`src/rtl/cached_fetcher_pkg.sv`:
```
// Shared core-pipeline encodings: fetcher and scheduler state codes
// and a saturating counter helper used by the fetcher statistics.
package cached_fetcher_pkg;

   // Fetcher states as seen by the scheduler.
   typedef enum logic [2:0] {
      FETCHER_IDLE     = 3'b000,
      FETCHER_FETCHING = 3'b001,
      FETCHER_FETCHED  = 3'b010
   } fetcher_state_t;

   // Scheduler (core) state codes; other values are don't-care for the fetcher.
   localparam logic [2:0] CORE_IDLE   = 3'b000;
   localparam logic [2:0] CORE_FETCH  = 3'b001;
   localparam logic [2:0] CORE_DECODE = 3'b010;

   localparam int COUNT_BITS = 16;

   // Increment that sticks at all-ones instead of wrapping.
   function automatic logic [COUNT_BITS-1:0] sat_inc(input logic [COUNT_BITS-1:0] v);
      if (v == {COUNT_BITS{1'b1}}) begin
         return v;
      end
      return v + {{(COUNT_BITS-1){1'b0}}, 1'b1};
   endfunction

endpackage

```
`src/rtl/cached_fetcher_if.sv`:
```
// Program memory read channel: request (valid/address) out of the fetcher,
// response (ready/data) back from memory.
interface cached_fetcher_if #(
   parameter int ADDR_BITS = 8,
   parameter int DATA_BITS = 16
);
   logic                 mem_read_valid;
   logic [ADDR_BITS-1:0] mem_read_address;
   logic                 mem_read_ready;
   logic [DATA_BITS-1:0] mem_read_data;

   modport master (
      output mem_read_valid,
      output mem_read_address,
      input  mem_read_ready,
      input  mem_read_data
   );

   modport slave (
      input  mem_read_valid,
      input  mem_read_address,
      output mem_read_ready,
      output mem_read_data
   );
endinterface

```
`src/rtl/cached_fetcher_icache_array.sv`:
```
// Direct-mapped instruction cache storage: valid bits (reset and clear-all),
// tags and data (no reset), one combinational lookup port and one write port.
// A clear-all on the same edge as a write wins, leaving the line invalid.
module icache_array
   import cached_fetcher_pkg::*;
#(
   parameter int LINES      = 8,
   parameter int INDEX_BITS = 3,
   parameter int TAG_BITS   = 5,
   parameter int DATA_BITS  = 16
) (
   input  logic                  clk,
   input  logic                  reset,
   input  logic [INDEX_BITS-1:0] i_rd_index,
   output logic                  o_rd_valid,
   output logic [TAG_BITS-1:0]   o_rd_tag,
   output logic [DATA_BITS-1:0]  o_rd_data,
   input  logic                  i_wr_en,
   input  logic [INDEX_BITS-1:0] i_wr_index,
   input  logic [TAG_BITS-1:0]   i_wr_tag,
   input  logic [DATA_BITS-1:0]  i_wr_data,
   input  logic                  i_clear_all
);

   logic [LINES-1:0]     r_valid;
   logic [TAG_BITS-1:0]  r_tag  [LINES];
   logic [DATA_BITS-1:0] r_data [LINES];

   // Valid bits: cleared by reset or clear-all, set by a fill.
   always_ff @(posedge clk or negedge reset) begin
      if (!reset) begin
         r_valid <= '0;
      end else if (i_clear_all) begin
         r_valid <= '0;
      end else if (i_wr_en) begin
         r_valid[i_wr_index] <= 1'b1;
      end
   end

   // Tag and data payload; contents are meaningless until the valid bit is set.
   always_ff @(posedge clk) begin
      if (i_wr_en) begin
         r_tag[i_wr_index]  <= i_wr_tag;
         r_data[i_wr_index] <= i_wr_data;
      end
   end

   assign o_rd_valid = r_valid[i_rd_index];
   assign o_rd_tag   = r_tag[i_rd_index];
   assign o_rd_data  = r_data[i_rd_index];

endmodule

```
`src/rtl/cached_fetcher.sv`:
```
// Instruction fetcher with a direct-mapped cache in front of program memory.
// Hits complete in one edge; misses issue one request and fill the line.
module cached_fetcher
   import cached_fetcher_pkg::*;
#(
   parameter int PROGRAM_MEM_ADDR_BITS = 8,
   parameter int PROGRAM_MEM_DATA_BITS = 16,
   parameter int CACHE_LINES           = 8
) (
   input  logic                             clk,
   input  logic                             reset,
   input  logic [2:0]                       core_state,
   input  logic [PROGRAM_MEM_ADDR_BITS-1:0] current_pc,
   input  logic                             invalidate,
   cached_fetcher_if.master                 mem,
   output logic [2:0]                       fetcher_state,
   output logic [PROGRAM_MEM_DATA_BITS-1:0] instruction,
   output logic [COUNT_BITS-1:0]            hit_count,
   output logic [COUNT_BITS-1:0]            miss_count
);

   localparam int INDEX_BITS = $clog2(CACHE_LINES);
   localparam int TAG_BITS   = PROGRAM_MEM_ADDR_BITS - INDEX_BITS;

   fetcher_state_t                    r_state;
   fetcher_state_t                    w_state_next;
   logic [PROGRAM_MEM_ADDR_BITS-1:0]  r_addr;
   logic [PROGRAM_MEM_DATA_BITS-1:0]  r_instr;
   logic [COUNT_BITS-1:0]             r_hit;
   logic [COUNT_BITS-1:0]             r_miss;

   logic                              w_rd_valid;
   logic [TAG_BITS-1:0]               w_rd_tag;
   logic [PROGRAM_MEM_DATA_BITS-1:0]  w_rd_data;
   logic [INDEX_BITS-1:0]             w_lookup_index;
   logic [TAG_BITS-1:0]               w_lookup_tag;
   logic                              w_hit;
   logic                              w_count_hit;
   logic                              w_count_miss;
   logic                              w_fill;

   assign w_lookup_index = current_pc[INDEX_BITS-1:0];
   assign w_lookup_tag   = current_pc[PROGRAM_MEM_ADDR_BITS-1:INDEX_BITS];
   assign w_hit          = w_rd_valid && (w_rd_tag == w_lookup_tag);

   // The fill targets the line of the latched request address, not the live pc.
   icache_array #(
      .LINES      (CACHE_LINES),
      .INDEX_BITS (INDEX_BITS),
      .TAG_BITS   (TAG_BITS),
      .DATA_BITS  (PROGRAM_MEM_DATA_BITS)
   ) u_array (
      .clk         (clk),
      .reset       (reset),
      .i_rd_index  (w_lookup_index),
      .o_rd_valid  (w_rd_valid),
      .o_rd_tag    (w_rd_tag),
      .o_rd_data   (w_rd_data),
      .i_wr_en     (w_fill),
      .i_wr_index  (r_addr[INDEX_BITS-1:0]),
      .i_wr_tag    (r_addr[PROGRAM_MEM_ADDR_BITS-1:INDEX_BITS]),
      .i_wr_data   (mem.mem_read_data),
      .i_clear_all (invalidate)
   );

   // State register.
   always_ff @(posedge clk or negedge reset) begin
      if (!reset) begin
         r_state <= FETCHER_IDLE;
      end else begin
         r_state <= w_state_next;
      end
   end

   // Next-state and per-edge actions; memory response only matters while FETCHING.
   always_comb begin
      w_state_next = r_state;
      w_count_hit  = 1'b0;
      w_count_miss = 1'b0;
      w_fill       = 1'b0;
      case (r_state)
         FETCHER_IDLE: begin
            if (core_state == CORE_FETCH) begin
               if (w_hit) begin
                  w_count_hit  = 1'b1;
                  w_state_next = FETCHER_FETCHED;
               end else begin
                  w_count_miss = 1'b1;
                  w_state_next = FETCHER_FETCHING;
               end
            end
         end
         FETCHER_FETCHING: begin
            if (mem.mem_read_ready) begin
               w_fill       = 1'b1;
               w_state_next = FETCHER_FETCHED;
            end
         end
         FETCHER_FETCHED: begin
            if (core_state == CORE_DECODE) begin
               w_state_next = FETCHER_IDLE;
            end
         end
         default: begin
            w_state_next = FETCHER_IDLE;
         end
      endcase
   end

   // Request address, delivered instruction and saturating statistics.
   always_ff @(posedge clk or negedge reset) begin
      if (!reset) begin
         r_addr  <= '0;
         r_instr <= '0;
         r_hit   <= '0;
         r_miss  <= '0;
      end else begin
         if (w_count_miss) begin
            r_addr <= current_pc;
            r_miss <= sat_inc(r_miss);
         end
         if (w_count_hit) begin
            r_instr <= w_rd_data;
            r_hit   <= sat_inc(r_hit);
         end
         if (w_fill) begin
            r_instr <= mem.mem_read_data;
         end
      end
   end

   assign mem.mem_read_valid   = (r_state == FETCHER_FETCHING);
   assign mem.mem_read_address = r_addr;
   assign fetcher_state        = r_state;
   assign instruction          = r_instr;
   assign hit_count            = r_hit;
   assign miss_count           = r_miss;

endmodule

```
`src/flat_wrapper.sv`:
```
// flat-port wrapper written by rule: the top's interface ports become plain ports
module cached_fetcher_flat import cached_fetcher_pkg::*;
#(
   parameter int PROGRAM_MEM_ADDR_BITS = 8,
   parameter int PROGRAM_MEM_DATA_BITS = 16,
   parameter int CACHE_LINES           = 8
)
  (clk, reset, core_state, current_pc, invalidate, fetcher_state, instruction, hit_count, miss_count, mem_mem_read_valid, mem_mem_read_address, mem_mem_read_ready, mem_mem_read_data);
  cached_fetcher_if #(.ADDR_BITS(8), .DATA_BITS(16)) mem_i ();
  input  logic clk;
  input  logic reset;
  input  logic [2:0] core_state;
  input  logic [PROGRAM_MEM_ADDR_BITS-1:0] current_pc;
  input  logic invalidate;
  output logic [2:0] fetcher_state;
  output logic [PROGRAM_MEM_DATA_BITS-1:0] instruction;
  output logic [COUNT_BITS-1:0] hit_count;
  output logic [COUNT_BITS-1:0] miss_count;
  output wire logic [$bits(mem_i.mem_read_valid)-1:0] mem_mem_read_valid;
  output wire logic [$bits(mem_i.mem_read_address)-1:0] mem_mem_read_address;
  input wire logic [$bits(mem_i.mem_read_ready)-1:0] mem_mem_read_ready;
  input wire logic [$bits(mem_i.mem_read_data)-1:0] mem_mem_read_data;
  assign mem_mem_read_valid = mem_i.mem_read_valid;
  assign mem_mem_read_address = mem_i.mem_read_address;
  assign mem_i.mem_read_ready = mem_mem_read_ready;
  assign mem_i.mem_read_data = mem_mem_read_data;
  cached_fetcher #(.PROGRAM_MEM_ADDR_BITS(PROGRAM_MEM_ADDR_BITS), .PROGRAM_MEM_DATA_BITS(PROGRAM_MEM_DATA_BITS), .CACHE_LINES(CACHE_LINES)) u_core (.clk(clk), .reset(reset), .core_state(core_state), .current_pc(current_pc), .invalidate(invalidate), .mem(mem_i), .fetcher_state(fetcher_state), .instruction(instruction), .hit_count(hit_count), .miss_count(miss_count));
endmodule
```
`config.mk`:
```
export PLATFORM = sky130hd
export DESIGN_NAME = cached_fetcher_flat
export DESIGN_NICKNAME = d
export VERILOG_FILES = /design/src/rtl/cached_fetcher_pkg.sv /design/src/rtl/cached_fetcher_if.sv /design/src/rtl/cached_fetcher_icache_array.sv /design/src/rtl/cached_fetcher.sv /design/src/flat_wrapper.sv
export SDC_FILE = /design/constraint.sdc
export NUM_CORES = 1
export LEC_CHECK = 0
export CAP_MARGIN = 15
export CORE_ASPECT_RATIO = 1.2
export CORE_MARGIN = 2
export CORE_UTILIZATION = 55
export CTS_CLUSTER_SIZE = 16
export DETAILED_ROUTE_END_ITERATION = 10
export PLACE_DENSITY = 0.85
export SYNTH_ARGS = -nofsm -noshare
export SYNTH_HDL_FRONTEND = slang
export SYNTH_SLANG_ARGS = --single-unit
```
`constraint.sdc`:
```
create_clock -name clk -period 4.8 [get_ports clk]
set_input_delay 1.2 -clock clk [delete_from_list [all_inputs] [get_ports clk]]
set_output_delay 1.2 -clock clk [all_outputs]
set_load 0.05 [all_outputs]
```
==> impl_metrics.py, run 1 <==
metrics = {
    "die": {
        "die_area_sq_um": 18500,
        "start_util_pct": 56.5,
        "rows": 52,
        "die_h_microns": 149,
        "coreArea_sq_um": 17000,
        "ios": 91,
        "die_w_microns": 125,
    },
    "detailed_routing": {
        "drtIter0Drc": 345,
        "via_per_inst": 6.02,
        "drt-total-wl_mm": 19.7,
        "routedWlPerCell_microns": 22.3,
        "drcViolationCount": 0,
        "vias": 5319,
        "ant_nets": 0,
        "firstDrtPassIters": 5,
    },
    "cts": {
        "clk_pin_slew_ns": 0.06,
        "cts_buffer_depth": 3,
        "root_buffer": "clkbuf_16",
        "cts.repair.resized": 0,
        "clk_latency_ns": 0.50,
        "cts_hold_buf": 0,
        "numCtsBuffers": 22,
        "cts_tree": "yes",
        "cts.sinks": 234,
        "cts_htree_levels": 1,
        "post-cts-setup-buffer-count": 0,
    },
    "global_route": {
        "grt_pass1_vias": 5447,
        "grt_start_max_net_pins": 47,
        "grt_use_total_pct": 21.2,
        "grtUsageMet2_pct": 37.3,
        "grt_pass1_wl_mm": 30.5,
        "globalRouteMet1Util_pct": 27.9,
        "overflow": 0,
        "busiest_layer": "met2",
        "grt_util_met3_pct": 3.35,
        "antenna_found_initial": 0,
    },
    "setup_path": {
        "crit_path_start": "current_pc[2]",
        "end_kind": "flop",
        "rr_startpoint": "u_core.u_array.r_tag[7][4]",
        "path_class": "in2reg",
        "worstPathArrival_ns": 3.95,
        "path_max_fanout": 16,
        "reg2reg_depth": 8,
        "crit_required_ns": 5.17,
        "startpoint_type": "input port",
    },
    "timing": {
        "max_freq_ghz": 0.279,
        "setup_viol": 0,
        "fin_worst_skew_ns": 0.00806,
        "period_share_pct": 74.6,
        "worst_pin_slew_ns": 0.766,
        "rsz0062_at_grt": "false",
        "period_minus_slack_ns": 3.58,
        "finalHoldViolations": 0,
        "maxSlewViolCount": 0,
        "setup_tns_ns": 0,
        "slew_headroom_pct": 48.9,
    },
    "logic_synthesis": {
        "ys_seq_area_share_pct": 69.8,
        "synth_top_area_share_pct": 52.6,
        "ys_types": 54,
        "synth_top_family_by_area": "multiplexers",
        "syn_nets": 576,
        "synth_area_leaders": "edfxtp_1 53%, dfrtp_1 17%, mux4_2 8.7%",
        "postSynthAreaPerCell_sq_um": 17.7,
        "yosys.area_share.adder_pct": 0.261,
        "synth-warning-count": 0,
        "synth_xor_area_share_pct": 3.32,
        "synth_top_area_cell": "edfxtp_1",
        "synth-seq-cells": 234,
        "synth_edf_count": 168,
        "synth-simple-area-share_pct": 6.74,
        "syn_area_sq_um": 9600,
        "yosys_most_used_dff": "edfxtp_1",
        "async_reset_ff_share_pct": 28.2,
        "synthMuxAreaShare_pct": 16.1,
        "synth_compound_area_share_pct": 1.84,
        "synthCells": 543,
    },
    "final_layout": {
        "layout-drive-gt1-share_pct": 21.4,
        "nFillCells": 1099,
        "nets": 684,
        "multi_input_area_sq_um": 2760,
        "syn2layout_area_growth_pct": 19.3,
        "antenna_cells": 0,
        "regArea_sq_um": 6700,
    },
    "placement": {
        "port_buffers": 89,
        "place_hpwl_mm": 11.8,
        "place.gp.congestion": 0.795,
    },
    "power": {
        "power_w": 0.00535,
        "cellLeakagePower_nw": 4.24,
        "powerDensity_nw_per_um2": 467,
        "peakVddDrop_mv": 0.390,
    },
    "worst_hold_path": {
        "min_from": "u_core.hit_count[15]",
        "hold_path_depth": 1,
        "hold_class": "reg2reg",
    },
    "status": {
        "status": "finished, final reports clean",
    },
    "run": {
        "maxCapViolCount": 0,
    },
}
## registers in the layout, indices dropped and copies added (netlist names)
| name | cells |
|---|---|
| u_core.mem.mem_read_address | 8 |
| u_core.u_array.r_data | 128 |
| u_core.u_array.r_valid | 8 |
| u_core.u_array.r_tag | 40 |
| u_core.instruction | 16 |
| u_core.miss_count | 16 |
| u_core.fetcher_state | 2 |
| u_core.hit_count | 16 |
## cell usage in the layout, fill, tap and decap left out, types with 3 or more instances in the layout
cell type,n
buf_4,17
and3_1,5
dfrtp_1,66
o21ai_1,16
xnor2_1,9
nor3_2,5
mux4_2,37
mux2i_1,36
nand2_1,33
clkdlybuf4s50_1,86
nand4_1,7
xor2_2,4
nor3_1,7
clkinv_2,4
clkbuf_1,6
xor2_1,20
edfxtp_1,168
clkbuf_16,23
mux2_2,25
nand3_1,14
nor2_1,24
clkinv_1,3
clkbuf_8,3
nor4_2,3
## cell type report
class | count | share of cell area, %
Timing Repair Buffer | 106 | 8.89
Inverter | 1 | 0.0328
Clock inverter | 8 | 0.535
Tap cell | 216 | 2.36
Sequential cell | 234 | 58.5
Clock buffer | 32 | 5.58
Multi-Input combinational cell | 286 | 24.1
## layer usage
| layer | vias up | routed length, microns |
|---|---|---|
| met5 | - | 0 |
| met4 | 0 | 393 |
| met3 | 34 | 1170 |
| met2 | 218 | 10100 |
| met1 | 2752 | 8010 |
| li1 | 2315 | - |
## where the power goes
part | total, W | switching (W) | internal, W
clock | 0.00169 | 0.000709 | 0.000976
sequential | 0.00257 | 0.000185 | 0.00238
combinational | 0.00109 | 0.000706 | 0.000388
## synthesized netlist by cell type (all sizes together) (9+ instances only)
cell,count
edfxtp,168
dfrtp,66
mux4,39
mux2i,36
nand2,34
mux2,27
nor2,25
xor2,24
o21ai,18
nand3,15
buf,12
nor3,12
clkbuf,10
xnor2,9
## worst paths after layout
check	slack, ns	to
min reg2reg	0.49	u_core.hit_count[15]
max reg2reg	2.36	u_core.instruction[1]
min in group asynchronous	0.54	u_core.miss_count[8]
max	1.22	u_core.instruction[1]
max in group asynchronous	3.38	u_core.instruction[9]
min	0.49	u_core.hit_count[15]
## worst max-delay path: stages
cell	delay [ns]
clkdlybuf4s50_1	0.95
mux4_1	0.44
xor2_2	0.17
and4_4	0.29
nand3_4	0.22
buf_4	0.32
mux2i_1	0.25
o21ai_1	0.08
## cells by family (layout without fill, tap and decap cells)
logic type	Yosys count	after routing
DFF	234	234
and+or+nand+nor	121	121
muxes	102	102
xor gates and xnor gates	33	33
AOI/OAI and AO/OA	27	27
buffers and inverters	23	147
adders and majority gates	2	2
other	1	1
## through the flow
stage	cell area, sq um	std cells	setup WS [ns]	hold WS, ns	utilization [%]
after floorplan	9600	543	0.269	0.458	-
after global placement	10700	842	0.784	0.471	63.2
after detailed placement	10700	842	0.745	0.480	63.2
after CTS	11400	882	1.20	0.492	67.3
after global routing	11500	883	1.05	0.513	67.4
final	11500	883	1.22	0.493	67.4
Power figures use the tool's default switching activity.
==> run 2: changes to the inputs <==
--- a/config.mk
+++ b/config.mk
@@ -8,10 +8,10 @@
 export CAP_MARGIN = 15
 export CORE_ASPECT_RATIO = 1.2
 export CORE_MARGIN = 2
-export CORE_UTILIZATION = 55
+export CORE_UTILIZATION = 51
 export CTS_CLUSTER_SIZE = 16
 export DETAILED_ROUTE_END_ITERATION = 10
-export PLACE_DENSITY = 0.85
+export PLACE_DENSITY = 0.83
 export SYNTH_ARGS = -nofsm -noshare
 export SYNTH_HDL_FRONTEND = slang
 export SYNTH_SLANG_ARGS = --single-unit
==> constraint.sdc (replaced) <==
create_clock -name clk -period 3.1 [get_ports clk]
set_input_delay 0.775 -clock clk [delete_from_list [all_inputs] [get_ports clk]]
set_output_delay 0.775 -clock clk [all_outputs]
set_load 0.05 [all_outputs]
==> impl_metrics.py, run 2 (synthesized netlist as in run 1, its figures left out) <==
metrics = {
    "final_layout": {
        "antenna_cells": 0,
        "syn2layout_area_growth_pct": 22.3,
        "regArea_sq_um": 6700,
        "largest_reg_flops": 128,
        "layout-drive-gt1-share_pct": 23.2,
        "top_regs": "u_core.u_array.r_data x128, u_core.u_array.r_tag x40",
        "multi_input_area_sq_um": 2810,
        "nFillCells": 1232,
        "mostFrequentLayoutCell": "edfxtp_1",
        "final_cell_mix": "168 x edfxtp_1, 86 x clkdlybuf4s50_1, 66 x dfrtp_1",
        "top_register": "u_core.u_array.r_data",
        "nets": 695,
    },
    "timing": {
        "rsz0062_at_grt": "false",
        "period_minus_slack_ns": 2.90,
        "period_share_pct": 93.6,
        "setup_tns_ns": 0,
        "max_freq_ghz": 0.345,
        "setup_viol": 0,
        "slew_headroom_pct": 51.0,
        "maxSlewViolCount": 0,
        "worst_pin_slew_ns": 0.734,
        "whs_ns": 0.336,
        "fin_worst_skew_ns": 0.00973,
        "finalHoldViolations": 0,
    },
    "cts": {
        "cts_hold_buf": 0,
        "numCtsBuffers": 23,
        "post-cts-setup-buffer-count": 0,
        "cts.repair.resized": 0,
        "root_buffer": "clkbuf_16",
        "clk_pin_slew_ns": 0.06,
        "cts_buffer_depth": 3,
        "clk_latency_ns": 0.50,
        "cts.sinks": 234,
        "cts_tree": "yes",
        "cts_htree_levels": 1,
    },
    "detailed_routing": {
        "ant_nets": 0,
        "via_per_inst": 5.73,
        "vias": 5330,
        "drtIter0Drc": 434,
        "drcViolationCount": 0,
        "firstDrtPassIters": 5,
        "routedWlPerCell_microns": 21.6,
        "drt-total-wl_mm": 20.1,
    },
    "setup_path": {
        "rr_startpoint": "u_core.hit_count[8]",
        "r2r_end": "u_core.hit_count[15]",
        "slowest_delay_ns": 0.94,
        "end_kind": "output pin",
        "cp_num_cells": 1,
        "startpoint_type": "flop",
        "crit_required_ns": 2.32,
        "r2r_setup_slack_ns": 0.66,
        "path_class": "reg2out",
        "worstPathArrival_ns": 2.13,
        "slowest_stage": "clkdlybuf4s50_1",
        "reg2reg_depth": 7,
        "path_max_fanout": 9,
        "path_delay_family": "buffers and inverters",
        "crit_chain": "clkdlybuf4s50_1",
        "path_buf_inv": 1,
    },
    "die": {
        "die_area_sq_um": 19900,
        "ios": 91,
        "die_w_microns": 129,
        "rows": 54,
        "coreArea_sq_um": 18300,
        "die_h_microns": 154,
        "start_util_pct": 52.4,
    },
    "power": {
        "powerDensity_nw_per_um2": 721,
        "internal_power_w": 0.00592,
        "p_sw_share_pct": 30.1,
        "p_switching_w": 0.00254,
        "seqPwrFrac_pct": 47.5,
        "p_comb_share_pct": 20.3,
        "peakVddDrop_mv": 0.676,
        "clock_power_share_pct": 32.1,
        "cellLeakagePower_nw": 4.34,
    },
    "global_route": {
        "overflow": 0,
        "grt_use_total_pct": 20.5,
        "grt_pass1_vias": 5646,
        "grt_pass1_wl_mm": 31.4,
        "grt_start_max_net_pins": 33,
        "antenna_found_initial": 0,
    },
    "placement": {
        "port_buffers": 89,
        "place.gp.congestion": 0.805,
        "place_hpwl_mm": 12.6,
    },
    "status": {
        "status": "finished, final reports clean",
    },
    "worst_hold_path": {
        "hold_class": "in2async",
    },
    "run": {
        "maxCapViolCount": 0,
    },
}
run 2: changes by cell type in the layout (fill, tap and decap cells not counted), sizes merged:
cell	previous run	this run
buf	20	30
bufinv	1	2
clkbuf	32	31
clkinv	7	5
clkinvlp	0	3
run 2: how the worst max path moves through the flow:
| stage | endpoint | start |
|---|---|---|
| floorplan | u_core.u_array.r_data[3][0] | u_core.fetcher_state[0] |
| global placement | u_core.hit_count[14] | current_pc[2] |
| detailed placement | u_core.hit_count[3] | current_pc[2] |
| CTS | mem_mem_read_address[0] | u_core.mem.mem_read_address[0] |
| global route | mem_mem_read_address[2] | u_core.mem.mem_read_address[2] |
| finish | mem_mem_read_address[0] | u_core.mem.mem_read_address[0] |
run 2: routing by layer:
metal / up-vias / track usage, % / wire, microns
met3: 24 / 3.42 / 1460
li1: 2332 / - / -
met2: 211 / 36.0 / 10600
met1: 2763 / 26.9 / 7700
met5: - / 0 / 0
met4: 0 / 4.92 / 280
run 2: final cells by class:
cell class                      instances  share of cell area, %
Tap cell                              252                   2.69
Inverter                                1                 0.0320
Clock inverter                         10                  0.895
Sequential cell                       234                   57.1
Clock buffer                           31                   5.42
Multi-Input combinational cell        286                   24.0
Timing Repair Buffer                  116                   9.96
run 2: power by group through the flow:
stage	clock (W)	sequential, W	combinational, W
2_1_floorplan	0	0.00463	0.000453
3_3_place_gp	0	0.00405	0.00169
3_5_place_dp	0	0.00408	0.00173
4_1_cts	0.00277	0.00403	0.00174
5_1_grt	0.00288	0.00407	0.00180
6_report	0.00272	0.00402	0.00172
run 2: stage by stage:
step | std cells | utilization, % | power, W | setup WS, ns | cell area, sq um
after global routing | 930 | 64.1 | 0.00874 | 0.159 | 11700
after global placement | 889 | 60.1 | 0.00575 | 0.0520 | 11000
after detailed placement | 889 | 60.1 | 0.00581 | -0.0718 | 11000
after floorplan | 543 | - | 0.00509 | -0.161 | 9670
final | 930 | 64.1 | 0.00846 | 0.198 | 11700
after CTS | 930 | 64.1 | 0.00853 | 0.194 | 11700
